===== config.mk =====
export PLATFORM = sky130hd
export DESIGN_NAME = usbf_ssram_arb_flat
export DESIGN_NICKNAME = d
export VERILOG_FILES = /design/src/rtl/usbf_ssram_arb_if.sv /design/src/rtl/usbf_ssram_arb.sv /design/src/flat_wrapper.sv
export SDC_FILE = /design/constraint.sdc
export NUM_CORES = 1
export LEC_CHECK = 0
export BUFFER_PORTS_ARGS = -buffer_cell sky130_fd_sc_hd__clkbuf_2
export CORE_AREA = 4 4 93 95
export DETAILED_ROUTE_END_ITERATION = 8
export DIE_AREA = 0 0 97 99
export PLACE_DENSITY = 0.72
export SYNTH_ARGS = -nofsm -noshare
export SYNTH_HDL_FRONTEND = slang
export SYNTH_SLANG_ARGS = --single-unit

===== constraint.sdc =====
create_clock -name clk -period 2.35 [get_ports clk]
set_input_delay 0.3525 -clock clk [delete_from_list [all_inputs] [get_ports clk]]
set_output_delay 0.3525 -clock clk [all_outputs]
set_load 0.005 [all_outputs]

===== src/rtl/usbf_ssram_arb_if.sv =====
// Bus bundle for the buffer SSRAM arbiter: DMA engine port (m*), Wishbone slave
// port (w*) and the SSRAM macro port (sram_*).
//   slave  modport: the arbiter side.
//   master modport: the requesters / SSRAM side that drives the arbiter inputs.
interface usbf_ssram_arb_if #(
    parameter int unsigned SSRAM_HADR = 14
);
    // DMA engine
    logic [SSRAM_HADR:0] madr;
    logic [31:0]         mdout;
    logic [31:0]         mdin;
    logic                mwe;
    logic                mreq;
    logic                mack;
    // Wishbone slave path
    logic [SSRAM_HADR:0] wadr;
    logic [31:0]         wdin;
    logic [31:0]         wdout;
    logic                wwe;
    logic                wreq;
    logic                wack;
    // SSRAM macro
    logic [SSRAM_HADR:0] sram_adr;
    logic [31:0]         sram_dout;
    logic [31:0]         sram_din;
    logic                sram_re;
    logic                sram_we;

    modport slave (
        input  madr, mdout, mwe, mreq,
        output mdin, mack,
        input  wadr, wdin, wwe, wreq,
        output wdout, wack,
        output sram_adr, sram_dout, sram_re, sram_we,
        input  sram_din
    );

    modport master (
        output madr, mdout, mwe, mreq,
        input  mdin, mack,
        output wadr, wdin, wwe, wreq,
        input  wdout, wack,
        input  sram_adr, sram_dout, sram_re, sram_we,
        output sram_din
    );
endinterface


===== src/rtl/usbf_ssram_arb.sv =====
// Arbiter between the DMA engine and the Wishbone slave path for the single-port
// buffer SSRAM. DMA has priority; a Wishbone request waiting WB_MAX_WAIT cycles
// overrides it. DMA gets a combinational one-cycle grant (mack); Wishbone gets a
// registered one-cycle acknowledge (wack) the cycle after its access.
// Ports:
//   clk  - clock
//   rst  - asynchronous active-low reset
//   bus  - usbf_ssram_arb_if.slave: DMA (madr/mdout/mdin/mwe/mreq/mack),
//          Wishbone (wadr/wdin/wdout/wwe/wreq/wack),
//          SSRAM (sram_adr/sram_dout/sram_din/sram_re/sram_we)
module usbf_ssram_arb #(
    parameter int unsigned SSRAM_HADR  = 14,
    parameter int unsigned WB_MAX_WAIT = 4    // legal 1..15
) (
    input  logic            clk,
    input  logic            rst,
    usbf_ssram_arb_if.slave bus
);

    localparam logic [3:0] MaxWait = 4'(WB_MAX_WAIT);

    typedef enum logic {StIdle, StWbAck} state_e;

    state_e              state_q, state_d;
    logic [3:0]          wb_wait_q, wb_wait_d;
    logic [31:0]         wdout_q;
    logic                gnt_w, gnt_m;
    logic [SSRAM_HADR:0] adr_mux;

    // Grant, next-state and starvation counter
    always_comb begin
        gnt_w     = bus.wreq && (state_q == StIdle) && (!bus.mreq || (wb_wait_q == MaxWait));
        gnt_m     = bus.mreq && !gnt_w;
        state_d   = state_q;
        wb_wait_d = wb_wait_q;

        unique case (state_q)
            StIdle:  if (gnt_w) state_d = StWbAck;
            StWbAck: state_d = StIdle;   // no Wishbone grant here: wreq is still high
            default: state_d = StIdle;
        endcase

        if (!bus.wreq || gnt_w) begin
            wb_wait_d = 4'd0;
        end else if ((state_q == StIdle) && (wb_wait_q != MaxWait)) begin
            wb_wait_d = wb_wait_q + 4'd1;
        end
    end

    always_ff @(posedge clk or negedge rst) begin
        if (!rst) begin
            state_q   <= StIdle;
            wb_wait_q <= 4'd0;
            wdout_q   <= 32'd0;
        end else begin
            state_q   <= state_d;
            wb_wait_q <= wb_wait_d;
            // Read word of the access granted last cycle
            if (state_q == StWbAck) wdout_q <= bus.sram_din;
        end
    end

    assign adr_mux       = gnt_w ? bus.wadr : bus.madr;
    assign bus.sram_adr  = adr_mux;
    assign bus.sram_dout = gnt_w ? bus.wdin : bus.mdout;

    // Strobes gated by rst so nothing reaches the SSRAM while reset is asserted
    assign bus.sram_we = rst & ((gnt_m & bus.mwe) | (gnt_w & bus.wwe));
    assign bus.sram_re = rst & ((gnt_m & ~bus.mwe) | (gnt_w & ~bus.wwe));

    assign bus.mack  = gnt_m & rst;
    assign bus.mdin  = bus.sram_din;
    assign bus.wack  = (state_q == StWbAck);
    assign bus.wdout = wdout_q;

endmodule


===== src/flat_wrapper.sv =====
// flat-port wrapper written by rule: the top's interface ports become plain ports
module usbf_ssram_arb_flat 
#(
    parameter int unsigned SSRAM_HADR  = 14,
    parameter int unsigned WB_MAX_WAIT = 4                  
)
  (clk, rst, bus_madr, bus_mdout, bus_mwe, bus_mreq, bus_mdin, bus_mack, bus_wadr, bus_wdin, bus_wwe, bus_wreq, bus_wdout, bus_wack, bus_sram_adr, bus_sram_dout, bus_sram_re, bus_sram_we, bus_sram_din);
  usbf_ssram_arb_if #(.SSRAM_HADR(SSRAM_HADR)) bus_i ();
  input  logic clk;
  input  logic rst;
  input wire logic [$bits(bus_i.madr)-1:0] bus_madr;
  input wire logic [$bits(bus_i.mdout)-1:0] bus_mdout;
  input wire logic [$bits(bus_i.mwe)-1:0] bus_mwe;
  input wire logic [$bits(bus_i.mreq)-1:0] bus_mreq;
  output wire logic [$bits(bus_i.mdin)-1:0] bus_mdin;
  output wire logic [$bits(bus_i.mack)-1:0] bus_mack;
  input wire logic [$bits(bus_i.wadr)-1:0] bus_wadr;
  input wire logic [$bits(bus_i.wdin)-1:0] bus_wdin;
  input wire logic [$bits(bus_i.wwe)-1:0] bus_wwe;
  input wire logic [$bits(bus_i.wreq)-1:0] bus_wreq;
  output wire logic [$bits(bus_i.wdout)-1:0] bus_wdout;
  output wire logic [$bits(bus_i.wack)-1:0] bus_wack;
  output wire logic [$bits(bus_i.sram_adr)-1:0] bus_sram_adr;
  output wire logic [$bits(bus_i.sram_dout)-1:0] bus_sram_dout;
  output wire logic [$bits(bus_i.sram_re)-1:0] bus_sram_re;
  output wire logic [$bits(bus_i.sram_we)-1:0] bus_sram_we;
  input wire logic [$bits(bus_i.sram_din)-1:0] bus_sram_din;
  assign bus_i.madr = bus_madr;
  assign bus_i.mdout = bus_mdout;
  assign bus_i.mwe = bus_mwe;
  assign bus_i.mreq = bus_mreq;
  assign bus_mdin = bus_i.mdin;
  assign bus_mack = bus_i.mack;
  assign bus_i.wadr = bus_wadr;
  assign bus_i.wdin = bus_wdin;
  assign bus_i.wwe = bus_wwe;
  assign bus_i.wreq = bus_wreq;
  assign bus_wdout = bus_i.wdout;
  assign bus_wack = bus_i.wack;
  assign bus_sram_adr = bus_i.sram_adr;
  assign bus_sram_dout = bus_i.sram_dout;
  assign bus_sram_re = bus_i.sram_re;
  assign bus_sram_we = bus_i.sram_we;
  assign bus_i.sram_din = bus_sram_din;
  usbf_ssram_arb #(.SSRAM_HADR(SSRAM_HADR), .WB_MAX_WAIT(WB_MAX_WAIT)) u_core (.clk(clk), .rst(rst), .bus(bus_i));
endmodule

==> reports/metrics.yaml <==
placed_design:
  post_dp_cell_area_sq_um: 3530
  place_ws_ns: 0.200
  dp.final_hpwl_microns: 6460
  gp_congestion: 0.795
  port_buffers: 246
clock_tree:
  cts_buffers: 5
  cts_tree: "built"
  clk_pin_slew_ns: 0.07
  clock-root-buffer: "clkbuf_8"
  insertion_delay_ns: 0.28
  h-tree-depth: 2
  clock-sinks: 37
  hold_buffers: 0
  clockBufferDepth: 2
logic_synthesis:
  ys_warn_count: 0
  postSynthCellCount: 196
  ys_types: 28
  synth_nets: 330
  synth_edf_count: 0
  synthesis.area_sq_um: 2480
  synth.avg_cell_area_sq_um: 12.6
  ys_ff_latch: 37
  ys.flop_type: "dfrtp_1"
  ys_async_sr_fraction_pct: 100
  ys_seq_area_share_pct: 37.4
timing:
  worst_pin_slew_ns: 0.505
  hold_violations: 0
  relSlewSlack_pct: 66.3
  finalMaxSlewViolations: 0
  setup_ws_ns: 0.0190
  fin_crit_sh_pct: 99.2
  rsz0062_at_grt: "true"
  finalCriticalPeriod_ns: 2.33
  setup_viol: 0
  clock.fmax_mhz: 429
  fin_skew_ns: 0.00175
cells_and_area:
  design_area_sq_um: 3760
  post-route-util_pct: 48.6
  fin_nets: 552
  register_area_sq_um: 926
  multi_input_area_sq_um: 1210
  diodes: 0
  area_growth_pct: 51.8
  num-fill-cells: 722
  drive_gt1_share_pct: 82.8
global_route:
  grt-ovfl-total: 0
  grt_usage_pct: 15.5
  antenna_found_initial: 0
  grt_max_degree: 43
  first_global_vias: 2467
  grt_pass1_wl_microns: 12200
power_and_ir_drop:
  power_frac_clock_pct: 22.5
  ir_worst_vdd_uv: 201
  internal_power_mw: 1.33
  p_per_area_nw_per_um2: 489
  p_total_mw: 1.84
  switchingPower_mw: 0.506
  pwr-share-comb_pct: 34.7
  leakage_nw: 2.05
  sequentialPowerShare_pct: 42.8
  switching_share_pct: 27.5
floorplanning:
  ios: 247
  rows: 32
  dieArea_sq_um: 9600
  die_height_microns: 99
  core_area_sq_um: 7730
  start_util_pct: 32.0
  die_width_microns: 97
run_status:
  outcome: "finished, final reports clean"
worst_setup_path:
  crit_family: "buffers and inverters"
  worstSetupEndpointType: "output pin"
  cp_max_fo: 12
  required_ns: 2.00
  critPathKind: "register to output pin"
  startpoint_type: "register"
  max_stage_delay_ns: 0.40
  arrival_ns: 1.98
  critical_path_buf_inv_count: 5
  crit_chain: "inv_2 -> ha_4 -> nand3b_4 -> a21oi_4 -> buf_6 -> buf_4 -> buf_12 -> mux2_2 -> clkbuf_2"
  cp_slowest_cell: "dfrtp_1"
route:
  final_antenna_net_count: 0
  num_vias: 2320
  drcViolationCount: 0
  dr.pass1.iters: 4
  vias_per_cell: 4.46
  wl_microns: 7810
  first_iter_violations: 32
  post_drt_wl_per_cell_microns: 15.0
job:
  maxCapViolations: 0
hold_path:
  hold_path_class: "input pin to async pin"
worst reg2reg max path: stages, from the launching register on:
cell and delay (ns):
dfrtp_1 0.37, buf_4 0.28, or4b_1 0.55, o211ai_1 0.16
cell usage after synthesis, types with 2 or more instances:
cell,instances,share of area [%]
o21a_1,2,0.61
buf_12,2,1.6
ha_1,2,1.0
mux2_1,2,0.91
mux2_2,60,27
a21oi_1,4,0.81
nand3_1,5,1.0
mux2_4,17,10
buf_4,34,10
dfrtp_1,37,37
nand2b_1,2,0.51
a211oi_1,2,0.61
inv_1,4,0.61
buf_2,6,1.2
nand2_1,4,0.61
through the flow:
stage / hold slack [ns] / setup TNS [ns] / std cells
after floorplan: 0.0569 / 0 / 196
after global placement: 0.488 / 0 / 504
after detailed placement: 0.495 / 0 / 504
after CTS: 0.243 / 0 / 519
after global routing: 0.279 / -0.604 / 520
final: 0.210 / 0 / 520
worst paths after layout:
path,from,endpoint,slack [ns],depth (start not counted)
hold reg to reg,u_core.bus.wdout[28],u_core.bus.wdout[28],0.51,1
max in group asynchronous,rst,u_core.bus.wdout[29],1.81,2
hold / removal,rst,u_core.bus.wdout[5],0.21,2
setup / recovery,u_core.wb_wait_q[1],bus_sram_dout[5],0.02,9
min in group clk,bus_sram_din[2],u_core.bus.wdout[2],0.32,2
setup reg to reg,u_core.bus.wack,u_core.wb_wait_q[3],0.91,3
cell families after synthesis:
group / share of synthesized area [%]
buffers and inverters: 14.4
DFF: 37.4
adders and majority gates: 1.01
AOI/OAI and AO/OA: 3.79
muxes: 38.5
and+or+nand+nor: 4.95
what timing repair did:
| action | 4_1_cts | 5_1_grt |
|---|---|---|
| pin swaps | 2 | 0 |
| gates cloned | 3 | 0 |
| endpoints found under the setup margin | 47 | 12 |
| gates resized for setup | 8 | 1 |
| setup buffers | 5 | 1 |
| endpoints found under the hold margin | 0 | 0 |
registers in the layout (all words and copies together), names as in the netlist:
register	count
u_core.bus.wack	1
u_core.bus.wdout	32
u_core.wb_wait_q	4
layer usage:
layer,track usage [%],wire length (microns)
met1,18.0,2990
met2,28.0,4150
met3,4.53,595
met4,3.67,74
met5,0,0
layout make-up:
class	instances	area share, %
Tap cell	102	3.40
Clock inverter	1	0.233
Clock buffer	6	1.93
Multi-Input combinational cell	112	32.1
Inverter	4	0.399
Timing Repair Buffer	258	37.3
Sequential cell	37	24.6
power groups by stage:
stage	clock [mW]	sequential, mW	combinational [mW]
final	0.414	0.787	0.638
after global routing	0.467	0.797	0.704
after CTS	0.446	0.788	0.652
after detailed placement	0	0.802	0.616
after global placement	0	0.796	0.602
after floorplan	0	0.808	0.299
layout by cell type (no fill, tap or decap):
cell      synthesis  layout
a211oi_1          2       2
a21boi_0          1       1
a21oi_1           4       4
a21oi_4           1       1
and3b_1           1       1
buf_12            2       1
buf_16            0       3
buf_4            34       6
buf_6             0       2
clkbuf_1          0       1
clkbuf_2          0     246
clkbuf_8          0       5
clkinv_4          0       1
dfrtp_1          37      37
ha_1              2       1
ha_4              0       1
inv_1             4       2
inv_2             0       2
mux2_1            2       2
mux2_2           60      60
mux2_4           17      17
nand2_1           4       4
nand2b_1          2       2
nand3_1           5       5
nand3b_4          1       1
nand4_1           1       1
nand4b_1          1       1
nor2b_1           1       1
nor4bb_1          1       1
o211ai_1          1       1
o21a_1            2       2
o21ai_0           1       1
o31ai_1           1       1
or4b_1            1       1
No activity file was read; power rests on OpenSTA's default activity.
